## src/rtl/q2_panel_loader_if.sv

```systemverilog
// q2_panel_loader_if: valid/ready word stream from the host loader into the panel sequencer
// Signals:
//   in_valid  host -> loader  word available
//   in_ready  loader -> host  word accepted this cycle
//   in_data   host -> loader  12-bit word to deposit
//   in_last   host -> loader  final word of the program
interface q2_panel_loader_if;
    logic        in_valid;
    logic        in_ready;
    logic [11:0] in_data;
    logic        in_last;
    modport master (output in_valid, in_data, in_last, input in_ready);
    modport slave  (input in_valid, in_data, in_last, output in_ready);
endinterface

```

## src/rtl/q2_panel_loader.sv

```systemverilog
// q2_panel_loader: drives the q2 front-panel switches with timed strobes to deposit a word stream
// Ports:
//   clk, rst        clock, asynchronous active-high reset
//   s_in            word stream (slave side of q2_panel_loader_if)
//   i_stop_req      level request to halt q2 or abort a load
//   i_run           q2 run flag; blocks new words while high
//   o_sw            panel data switches
//   o_dep_sw        deposit strobe
//   o_incp_sw       increment-P strobe
//   o_start_sw      start strobe
//   o_stop_sw       stop strobe
//   o_busy          high outside IDLE
//   o_count         words deposited since the last restart, wraps at 12 bits
//   o_done          one-cycle pulse when a load sequence completes
module q2_panel_loader #(
    parameter int PULSE_CYC  = 16,
    parameter int GAP_CYC    = 16,
    parameter int SETUP_CYC  = 4,
    parameter int CNT_W      = 8,
    parameter bit AUTO_START = 1'b1
) (
    input  logic               clk,
    input  logic               rst,
    q2_panel_loader_if.slave   s_in,
    input  logic               i_stop_req,
    input  logic               i_run,
    output logic [11:0]        o_sw,
    output logic               o_dep_sw,
    output logic               o_incp_sw,
    output logic               o_start_sw,
    output logic               o_stop_sw,
    output logic               o_busy,
    output logic [11:0]        o_count,
    output logic               o_done
);
    typedef enum logic [3:0] {
        S_IDLE, S_SETUP, S_DEP, S_GAP1, S_INC, S_GAP2, S_START, S_STOP, S_SGAP
    } state_t;

    localparam logic [CNT_W-1:0] L_PULSE = CNT_W'(PULSE_CYC - 1);
    localparam logic [CNT_W-1:0] L_GAP   = CNT_W'(GAP_CYC - 1);
    localparam logic [CNT_W-1:0] L_SETUP = CNT_W'(SETUP_CYC - 1);

    state_t           r_state, w_next;
    logic [CNT_W-1:0] r_cnt, w_load;
    logic             r_last, r_clr;
    logic             w_xfer, w_exp, w_stop, w_done, w_enter;

    assign s_in.in_ready = (r_state == S_IDLE) & ~i_run & ~i_stop_req & ~rst;
    assign w_xfer        = s_in.in_valid & s_in.in_ready;
    assign w_exp         = r_cnt == '0;
    assign w_stop        = i_stop_req & (r_state != S_STOP) & (r_state != S_SGAP);
    assign w_enter       = w_next != r_state;

    // Stop has priority over every dwell; done is only raised on a normal completion.
    always_comb begin
        w_next = r_state;
        w_done = 1'b0;
        if (w_stop)
            w_next = S_STOP;
        else
            case (r_state)
                S_IDLE:  w_next = w_xfer ? S_SETUP : S_IDLE;
                S_SETUP: w_next = w_exp ? S_DEP : S_SETUP;
                S_DEP:   w_next = w_exp ? S_GAP1 : S_DEP;
                S_GAP1:  w_next = w_exp ? S_INC : S_GAP1;
                S_INC:   w_next = w_exp ? S_GAP2 : S_INC;
                S_GAP2: begin
                    w_next = !w_exp ? S_GAP2 : (r_last && AUTO_START) ? S_START : S_IDLE;
                    w_done = w_exp && r_last && !AUTO_START;
                end
                S_START: begin
                    w_next = w_exp ? S_IDLE : S_START;
                    w_done = w_exp;
                end
                S_STOP:  w_next = w_exp ? S_SGAP : S_STOP;
                S_SGAP:  w_next = w_exp ? S_IDLE : S_SGAP;
                default: w_next = S_IDLE;
            endcase
    end

    // Dwell of the state being entered, minus one; the state exits when the counter hits 0.
    assign w_load = (w_next == S_SETUP) ? L_SETUP :
                    (w_next inside {S_DEP, S_INC, S_START, S_STOP}) ? L_PULSE : L_GAP;

    always_ff @(posedge clk or posedge rst) begin
        if (rst) begin
            r_state    <= S_IDLE;
            r_cnt      <= '0;
            r_last     <= 1'b0;
            r_clr      <= 1'b0;
            o_sw       <= '0;
            o_dep_sw   <= 1'b0;
            o_incp_sw  <= 1'b0;
            o_start_sw <= 1'b0;
            o_stop_sw  <= 1'b0;
            o_busy     <= 1'b0;
            o_count    <= '0;
            o_done     <= 1'b0;
        end else begin
            r_state <= w_next;
            r_cnt   <= w_enter ? w_load : r_cnt - 1'b1;
            if (w_xfer) begin
                o_sw   <= s_in.in_data;
                r_last <= s_in.in_last;
            end
            // count restarts on the first transfer after a done or an abort
            o_count    <= (w_xfer && r_clr) ? '0 :
                          (w_enter && w_next == S_GAP2) ? o_count + 12'd1 : o_count;
            r_clr      <= (w_done || (w_enter && w_next == S_STOP)) ? 1'b1 : w_xfer ? 1'b0 : r_clr;
            o_dep_sw   <= w_next == S_DEP;
            o_incp_sw  <= w_next == S_INC;
            o_start_sw <= w_next == S_START;
            o_stop_sw  <= w_next == S_STOP;
            o_busy     <= w_next != S_IDLE;
            o_done     <= w_done;
        end
    end
endmodule
```

## src/flat_wrapper.sv

```systemverilog
// flat-port wrapper written by rule: the top's interface ports become plain ports
module q2_panel_loader_flat 
#(
    parameter int PULSE_CYC  = 16,
    parameter int GAP_CYC    = 16,
    parameter int SETUP_CYC  = 4,
    parameter int CNT_W      = 8,
    parameter bit AUTO_START = 1'b1
)
  (clk, rst, i_stop_req, i_run, o_sw, o_dep_sw, o_incp_sw, o_start_sw, o_stop_sw, o_busy, o_count, o_done, s_in_in_valid, s_in_in_data, s_in_in_last, s_in_in_ready);
  q2_panel_loader_if s_in_i ();
  input  logic clk;
  input  logic rst;
  input  logic i_stop_req;
  input  logic i_run;
  output logic [11:0] o_sw;
  output logic o_dep_sw;
  output logic o_incp_sw;
  output logic o_start_sw;
  output logic o_stop_sw;
  output logic o_busy;
  output logic [11:0] o_count;
  output logic o_done;
  input wire logic [$bits(s_in_i.in_valid)-1:0] s_in_in_valid;
  input wire logic [$bits(s_in_i.in_data)-1:0] s_in_in_data;
  input wire logic [$bits(s_in_i.in_last)-1:0] s_in_in_last;
  output wire logic [$bits(s_in_i.in_ready)-1:0] s_in_in_ready;
  assign s_in_i.in_valid = s_in_in_valid;
  assign s_in_i.in_data = s_in_in_data;
  assign s_in_i.in_last = s_in_in_last;
  assign s_in_in_ready = s_in_i.in_ready;
  q2_panel_loader #(.PULSE_CYC(PULSE_CYC), .GAP_CYC(GAP_CYC), .SETUP_CYC(SETUP_CYC), .CNT_W(CNT_W), .AUTO_START(AUTO_START)) u_core (.clk(clk), .rst(rst), .s_in(s_in_i), .i_stop_req(i_stop_req), .i_run(i_run), .o_sw(o_sw), .o_dep_sw(o_dep_sw), .o_incp_sw(o_incp_sw), .o_start_sw(o_start_sw), .o_stop_sw(o_stop_sw), .o_busy(o_busy), .o_count(o_count), .o_done(o_done));
endmodule
```

## config.mk

```make
export PLATFORM = sky130hd
export DESIGN_NAME = q2_panel_loader_flat
export DESIGN_NICKNAME = d
export VERILOG_FILES = /design/src/rtl/q2_panel_loader_if.sv /design/src/rtl/q2_panel_loader.sv /design/src/flat_wrapper.sv
export SDC_FILE = /design/constraint.sdc
export NUM_CORES = 1
export LEC_CHECK = 0
export ABC_AREA = 1
export CAP_MARGIN = 25
export CORE_AREA = 5 5 81 83
export CTS_CLUSTER_DIAMETER = 80
export DETAILED_ROUTE_END_ITERATION = 12
export DIE_AREA = 0 0 86 88
export PLACE_DENSITY_LB_ADDON = 0.1
export SLEW_MARGIN = 15
export SYNTH_ARGS = -nofsm -noshare
export SYNTH_HDL_FRONTEND = slang
export SYNTH_SLANG_ARGS = --single-unit
```

## constraint.sdc

```tcl
create_clock -name clk -period 3.86 [get_ports clk]
set_clock_uncertainty 0.1 [all_clocks]
set_input_delay 0.965 -clock clk [delete_from_list [all_inputs] [get_ports clk]]
set_output_delay 0.965 -clock clk [all_outputs]
set_load 0.03 [all_outputs]
```

=== Word level (Yosys, flattened, before mapping) ===
Cells that the tools add are included.

* Register bits: 44
* Output and inout port bits: 31
* Input bits: 18
* Word-level logic and storage cells: 69

* Mux-type cells: 20
* Bitwise logic cells: 9
* Eq/ne operators: 17
* $add $sub $neg: 2
* Reduce and logical (&&, ||, !) cells: 9

{| class="wikitable"
|+ Operator list
! operator !! count
|-
| case mux 4 bit (9 select lines) || 1
|-
| == test 4 x 3 -> 1 bit (second input constant) || 8
|-
| two-way mux 12 bit || 2
|-
| two-way mux 4 bit || 5
|-
| adder 12 x 1 -> 12 bit (second input constant) || 1
|-
| == test 4 x 2 -> 1 bit (second input constant) || 3
|-
| two-way mux 3 bit || 3
|-
| == test 4 x 1 -> 1 bit (second input constant) || 2
|-
| logical NOT 8 bit || 1
|-
| two-way mux 8 bit || 1
|-
| subtractor 8 x 1 -> 8 bit (second input constant) || 1
|-
| two-way mux 1 bit || 7
|-
| AND 1 bit || 6
|-
| == test 4 bit (second input constant) || 1
|-
| logical NOT 4 bit || 1
|-
| != test 4 x 3 -> 1 bit (second input constant) || 1
|-
| != test 4 bit || 1
|-
| != test 4 bit (second input constant) || 1
|-
| nonzero test 2 bit || 2
|-
| nonzero test 4 bit || 1
|-
| logical AND 1 bit || 3
|-
| NOT 1 bit || 3
|-
| two-way mux 2 bit || 1
|-
| logical OR 1 bit || 1
|}

=== Longest topological paths before layout ===
Gate-level depths: netlist of the first run.

* Word-level depth: 12
* Gate-level depth with buffers: 17
* Mapped depth without buffers: 16

=== Least setup slack after synthesis of the first run ===
Ideal clock, no wire load.

* Path type: in2reg
* Start: input port i_run
* End: register u_core.o_count[6]
* Required time: 3641 ps
* Cell stages on the path: 15
* Data arrival time: 2407 ps
* Setup slack: 1235 ps
* Cells stage by stage: nor2_1 > nand2_1 > nor2_2 > nand2_2 > o21ai_2 > nor2_4 > nand2_4 > nand2_1 > nand2_2 > nor2_8 > nand2_4 > nand2_4 > buf_12 > nand3_2 > nand2_1

* Longest elaborated chain between the ends: 11

{| class="wikitable"
|+ RTL lines
! element !! RTL line !! text
|-
| from (decl) || flat_wrapper.sv:15 || <nowiki>input logic i_run;</nowiki>
|-
| NOT 1 bit * || q2_panel_loader.sv:49 || <nowiki>assign s_in.in_ready = (r_state == S_IDLE) & ~i_run & ~i_stop_req & ~rst;</nowiki>
|-
| AND 1 bit * (3 in a row) || q2_panel_loader.sv:49 ||
|-
| via s_in_in_ready || flat_wrapper.sv:27 || <nowiki>output wire logic [$bits(s_in_i.in_ready)-1:0] s_in_in_ready;</nowiki>
|-
| AND 1 bit * || q2_panel_loader.sv:50 || <nowiki>assign w_xfer = s_in.in_valid & s_in.in_ready;</nowiki>
|-
| two-way mux 1 bit * || q2_panel_loader.sv:63 || <nowiki>S_IDLE: w_next = w_xfer ? S_SETUP : S_IDLE;</nowiki>
|-
| case mux 4 bit (9 select lines) * || q2_panel_loader.sv:62 || <nowiki>case (r_state)</nowiki>
|-
| two-way mux 4 bit * || q2_panel_loader.sv:59 || <nowiki>if (w_stop)</nowiki>
|-
| via u_core.w_next[0] || q2_panel_loader.sv:44 || <nowiki>state_t r_state, w_next;</nowiki>
|-
| != test 4 bit / == test 4 x 3 -> 1 bit (equally long branches) || q2_panel_loader.sv:53, q2_panel_loader.sv:109 ||
|-
| logical AND 1 bit * || q2_panel_loader.sv:109 || <nowiki>(w_enter && w_next == S_GAP2) ? o_count + 12'd1 : o_count;</nowiki>
|-
| nonzero test 2 bit (no line) * || n/a ||
|-
| to (signal assigned) || q2_panel_loader.sv:108 || <nowiki>o_count <= (w_xfer && r_clr) ? '0 :</nowiki>
|-
| to (decl) || q2_panel_loader.sv:33 || <nowiki>output logic [11:0] o_count,</nowiki>
|}

Mark *: on every way through the listed nets, which the timed path passes. The rest lies on a longest branch.
A chain may end at the register's enable or synchronous reset.

=== Final worst setup path of the first run ===
* Start: input port rst
* End: output port s_in_in_ready

* Longest elaborated chain between the ends: 2

{| class="wikitable"
|+ RTL lines
! element !! RTL line !! text
|-
| from (decl) || flat_wrapper.sv:13 || <nowiki>input logic rst;</nowiki>
|-
| NOT 1 bit || q2_panel_loader.sv:49 ||
|-
| AND 1 bit || q2_panel_loader.sv:49 ||
|-
| to (decl) || flat_wrapper.sv:27 ||
|}

Every way passes these cells.

==> out/results.tsv, run 1 <==
metric	value	unit
outcome	finished, final reports clean	
fin area	3180	um^2
GPL Wtd Cong	0.820	
final WL	5.46	mm
final worst path period need	3.44	ns
R2R Path Start	u_core.r_cnt[0]	
most common cell in the netlist	nand2_1	
worst hold-check path type	reg2reg	
synth unique cells	31	
Sw Ratio	44.2	%
TritonRoute pass-1 iters	4	
ys flop type	dfrtp_1	
post-CTS sizing	0	
chip width	86	um
vias in the first global route	2043	
Post-synth ARST share	100	%
CTS Buf Count	5	
CTS max path bufs	2	
Vias per Instance	4.66	
nets@finish	378	
initial antenna violation count	0	
initial drt markers	66	
port buffer count	48	
Placed Cells incl. Taps	425	
total gr overflow	0	
Post-Syn Area	2500	um^2
Max-Cap Viols	0	
Synth Instances	306	
crit path kind	in2out	
critical path cell sequence	clkdlybuf4s50_1 -> nor2_1 -> nand2_1 -> nor2_2 -> clkdlybuf4s50_1	
CP arrival	2.38	ns
CP max FO	2	
drt drc	0	
Commonest cells post-synth	nand2_1, dfrtp_1, inv_1	
Clock Latency Late Sink	0.29	ns
final std cells w/o fill	434	
pwr/cell area	579	nW/um^2
FP Rows	28	
pin count of the biggest net entering global routing	27	
Core Region	5780	um^2
sequential fraction of the synthesis area	44.0	%
FF/Latch Area	1100	um^2
Final ANT Viol Nets	0	
Yosys warning total	0	
Worst-path clk slew	0.09	ns
clock group share of total power	18.9	%
Hold Path Origin	u_core.r_cnt[0]	
Layout area overhead	27.3	%
Yosys top cell by area	dfrtp_1	
CP startpoint	rst	
Leak	1.59	nW
RSZ-0062 raised after global routing	false	
final number of max-transition violations	0	
I/O pin cnt	49	
final setup vio count	0	
Crit path required time	2.79	ns
layout cells sized above 1	16.4	%
Setup crit end kind	output pin	
initial core utilization	43.3	%
Fmax	0.291	GHz
first-pass GRT wire length	9.43	mm
Fillers	568	
CP dominant cell by count	clkdlybuf4s50_1	
cts hold-fix bufs	0	
startpoint types	input pin	
CP max stage cell	clkdlybuf4s50_1	
Gate power share	48.6	%
endpoints failing hold	0	
Max-slew headroom	44.4	%
routed vias	2024	
switching power	0.816	mW
Multi-input gate area	1210	um^2
Area contributors post-synth	dfrtp_1, nand2_1, nand3_2	
CP peak stage delay	0.68	ns
CTS sink cnt	44	
final worst path period share	89.2	%
die area	7570	um^2
synthesized area per cell	8.17	um^2
VDD IR max	0.303	mV
Post-CTS Setup Bufs	0	
CTS tree	done	
DR WL/cell	12.6	um
ANT cells	0	
Slew @ Worst Pin	0.832	ns
internal power	1.03	mW
Final TNS setup	0	ns
number of flops mapped to enable cells by yosys	0	
clock root buffer master	clkbuf_8	
die height	88	um
Mapped Nets	326	
WHS	0.366	ns
Sequential Power Share	32.5	%
Post-DP HPWL	4.03	mm
post-synth top area share	44.0	%
placed instance area	3050	um^2
Yosys reg bits	44	
Max H-tree Level	2	
total power	1.85	mW
all-layer global routing usage	15.4	%
-- critical path, delay by kind of cell --
family	cells	cell delay, ns
buf+inv	2	1.11
simple gates	3	0.30
-- cell type report --
class / instances / area share [%]
Sequential cell: 44 / 34.6
Timing Repair Buffer: 51 / 16.4
Clock buffer: 5 / 2.16
Clock inverter: 3 / 1.34
Multi-Input combinational cell: 217 / 38.0
Tap cell: 75 / 2.95
Inverter: 39 / 4.60
-- worst paths after layout --
kind / to / slack (ns) / cells past startpoint
worst min register to register: u_core.r_cnt[0] / 0.37 / 1
max in group asynchronous: u_core.r_state[2] / 2.10 / 4
worst max-delay path: s_in_in_ready / 0.42 / 5
worst max register to register: u_core.o_count[9] / 1.36 / 13
min in group asynchronous: u_core.o_count[8] / 0.85 / 2
worst min-delay path: u_core.r_cnt[0] / 0.37 / 1
-- stage by stage --
step	setup WS, ns	util [%]
3_3_place_gp	0.442	52.7
3_5_place_dp	0.413	52.7
4_1_cts	0.412	54.6
5_1_grt	0.340	55.1
6_report	0.419	55.1
2_1_floorplan	1.23	-
-- layer usage --
layer | share of wire, % | up-vias | wire, um | GRT usage, %
li1 | - | 1061 | - | -
met1 | 48 | 933 | 2630 | 20.1
met2 | 47 | 26 | 2580 | 25.9
met3 | 3.7 | 4 | 202 | 3.48
met4 | 0.86 | 0 | 47 | 4.03
met5 | 0 | - | 0 | 0
-- power groups by stage --
stage | Clock [mW] | Combinational (mW) | Sequential (mW)
final | 0.350 | 0.897 | 0.599
after global routing | 0.381 | 0.990 | 0.610
after CTS | 0.363 | 0.909 | 0.599
after detailed placement | 0 | 0.908 | 0.608
after global placement | 0 | 0.904 | 0.608
after floorplan | 0 | 0.641 | 0.680
-- layout by cell type (no fill, tap or decap), types with 4 or more instances in the layout --
cell / netlist / final
nand2_1: 91 / 91
clkdlybuf4s50_1: 0 / 48
dfrtp_1: 44 / 44
inv_1: 31 / 30
nor2_1: 26 / 26
nand3_1: 20 / 20
nand3_2: 12 / 12
xor2_1: 11 / 11
nand4_1: 11 / 11
nand2_2: 8 / 8
inv_2: 7 / 7
nor2_2: 7 / 7
nor2_4: 5 / 5
o21ai_0: 5 / 5
clkbuf_8: 0 / 5
nand2_4: 4 / 4
nor3_1: 4 / 4
-- flip-flops by register name, indices dropped and copies added (netlist names) --
name               flops
u_core.o_busy          1
u_core.o_count        12
u_core.o_dep_sw        1
u_core.o_done          1
u_core.o_incp_sw       1
u_core.o_start_sw      1
u_core.o_stop_sw       1
u_core.o_sw           12
u_core.r_clr           1
u_core.r_cnt           8
u_core.r_last          1
u_core.r_state         4
-- kinds of logic after synthesis --
kind of cell	count (synthesis)	share of synthesized area, %
and+or+nand+nor	193	40.6
AOI/OAI and AO/OA	10	2.55
adders and majority gates	2	1.00
buffers and inverters	45	7.65
xor gates and xnor gates	12	4.20
DFF	44	44.0
(Power assumes the default switching activity.)
==> run 2: changes to the inputs <==
==> constraint.sdc (replaced) <==
create_clock -name clk -period 3.2 [get_ports clk]
set_clock_uncertainty 0.1 [all_clocks]
set_input_delay 0.8 -clock clk [delete_from_list [all_inputs] [get_ports clk]]
set_output_delay 0.8 -clock clk [all_outputs]
set_load 0.03 [all_outputs]
==> out/results.tsv, run 2 (synthesized netlist as in run 1, its figures left out) <==
metric	value	unit	change
first-pass GRT wire length	9.50	mm	+0.81%
vias in the first global route	2026		-0.83%
clock group share of total power	19.2	%	+0.3 points
GPL Wtd Cong	0.808		-1.4%
FP Rows	28		unchanged
Final ANT Viol Nets	0		unchanged
final core occ	55.5	%	+0.39 points
Max-slew headroom	70.9	%	+26 points
internal power	1.24	mW	+21%
cts hold-fix bufs	0		unchanged
crit path kind	in2out		
Sequential Power Share	32.2	%	-0.3 points
Slew @ Worst Pin	0.434	ns	-0.398 ns
critical path cell sequence	clkdlybuf4s50_1 -> nor2_1 -> nand2_1 -> nor2_2 -> clkdlybuf4s50_1		
VDD IR max	0.393	mV	+30%
RSZ-0062 raised after global routing	false		
leading cell type in the layout, fill and taps excluded	nand2_1		
final setup vio count	0		unchanged
final WL	5.61	mm	+2.8%
switching power	1.00	mW	+23%
CP arrival	2.20	ns	-0.18 ns
total power	2.25	mW	+22%
DR WL/cell	12.8	um	+2.1%
worst hold-check path type	reg2reg		
layout cells sized above 1	17.1	%	+0.69 points
clock root buffer master	clkbuf_8		
Post-DP HPWL	4.16	mm	+3.0%
final worst path period share	97.0	%	
post-CTS sizing	0		unchanged
initial core utilization	43.3	%	unchanged
all-layer global routing usage	15.8	%	+0.45 points
CP dominant cell by count	clkdlybuf4s50_1		
Clock Latency Late Sink	0.30	ns	about the same
die area	7570	um^2	unchanged
CTS tree	done		
Gate power share	48.6	%	about the same
nets@finish	381		+0.79%
Final TNS setup	0	ns	unchanged
Crit path required time	2.30	ns	-0.49 ns
total gr overflow	0		unchanged
CP max stage cell	clkdlybuf4s50_1		
final std cells w/o fill	437		+0.69%
worst-case reg-to-reg path depth	13		unchanged
CTS Buf Count	5		unchanged
Placed Cells incl. Taps	428		+0.71%
most frequent cells in the layout	nand2_1, clkdlybuf4s50_1, dfrtp_1		
port buffer count	48		unchanged
Vias per Instance	4.80		+3.0%
drt drc	0		unchanged
Sw Ratio	44.7	%	+0.44 points
Leak	1.60	nW	+0.83%
outcome	finished, final reports clean		
WHS	0.369	ns	+0.00278 ns
Max H-tree Level	2		unchanged
biggest regs	u_core.o_count (12), u_core.o_sw (12), u_core.r_cnt (8)		
startpoint types	input pin		
routed vias	2099		+3.7%
Worst-path clk slew	0.08	ns	about the same
initial drt markers	54		-18%
TritonRoute pass-1 iters	4		unchanged
final number of max-transition violations	0		unchanged
initial antenna violation count	0		unchanged
worst hold path depth	1		unchanged
CP max FO	2		unchanged
I/O pin cnt	49		unchanged
Core Region	5780	um^2	unchanged
Post-CTS Setup Bufs	0		unchanged
CTS max path bufs	2		unchanged
endpoints failing hold	0		unchanged
ANT cells	0		unchanged
Layout area overhead	28.2	%	
pin count of the biggest net entering global routing	26		-3.7%
Max-Cap Viols	0		unchanged
final worst path period need	3.10	ns	
chip width	86	um	unchanged
Fmax	0.322	GHz	
Setup crit end kind	output pin		
CTS sink cnt	44		unchanged
pwr/cell area	700	nW/um^2	+21%
CP peak stage delay	0.68	ns	about the same
die height	88	um	unchanged
run 2: cell count changes in the layout (fill, tap and decap cells not counted), sizes merged:
| cell | change |
|---|---|
| buf | +3 |
run 2: stage by stage:
| step | setup slack (ns) | instance area [um^2] |
|---|---|---|
| floorplan | 0.740 | 2500 |
| global placement | 0.117 | 3070 |
| detailed placement | 0.0945 | 3070 |
| CTS | 0.0872 | 3180 |
| global route | 0.0382 | 3210 |
| finish | 0.0972 | 3210 |
run 2: power groups by stage:
stage,clock network (mW),logic (mW),registers [mW]
detailed placement,0,1.10,0.734
global route,0.472,1.21,0.738
floorplan,0,0.773,0.820
global placement,0,1.09,0.732
finish,0.431,1.09,0.722
CTS,0.443,1.10,0.724
run 2: critical path: cells and delay by family:
kind	cells	cell delay, ns
AND/OR/NAND/NOR	3	0.29
buffers and inverters	2	1.11
run 2: layout make-up:
class                   count  area [um^2]
well taps                  75         93.8
inverters                  39          146
clock buffers               5         68.8
repair buffers             54          546
fillers                   566         2570
clock inverters             3         42.5
multi-input cells         217         1210
flip-flops and latches     44         1100
run 2: path summary, 6_finish.rpt:
path | end | slack [ns] | start
setup / recovery | s_in_in_ready | 0.1 | rst
hold / removal | u_core.r_cnt[0] | 0.37 | u_core.r_cnt[0]
setup reg to reg | u_core.o_count[9] | 0.72 | u_core.r_cnt[0]
hold reg to reg | u_core.r_cnt[0] | 0.37 | u_core.r_cnt[0]
max in group asynchronous | u_core.r_state[2] | 1.72 | rst
min in group asynchronous | u_core.o_done | 0.69 | rst
run 2: metal layers:
| layer | track usage (%) | vias to the layer above | wire [um] |
|---|---|---|---|
| li1 | - | 1066 | - |
| met1 | 20.0 | 981 | 2580 |
| met5 | 0 | - | 0 |
| met4 | 5.32 | 0 | 91 |
| met3 | 3.76 | 8 | 226 |
| met2 | 26.8 | 44 | 2710 |
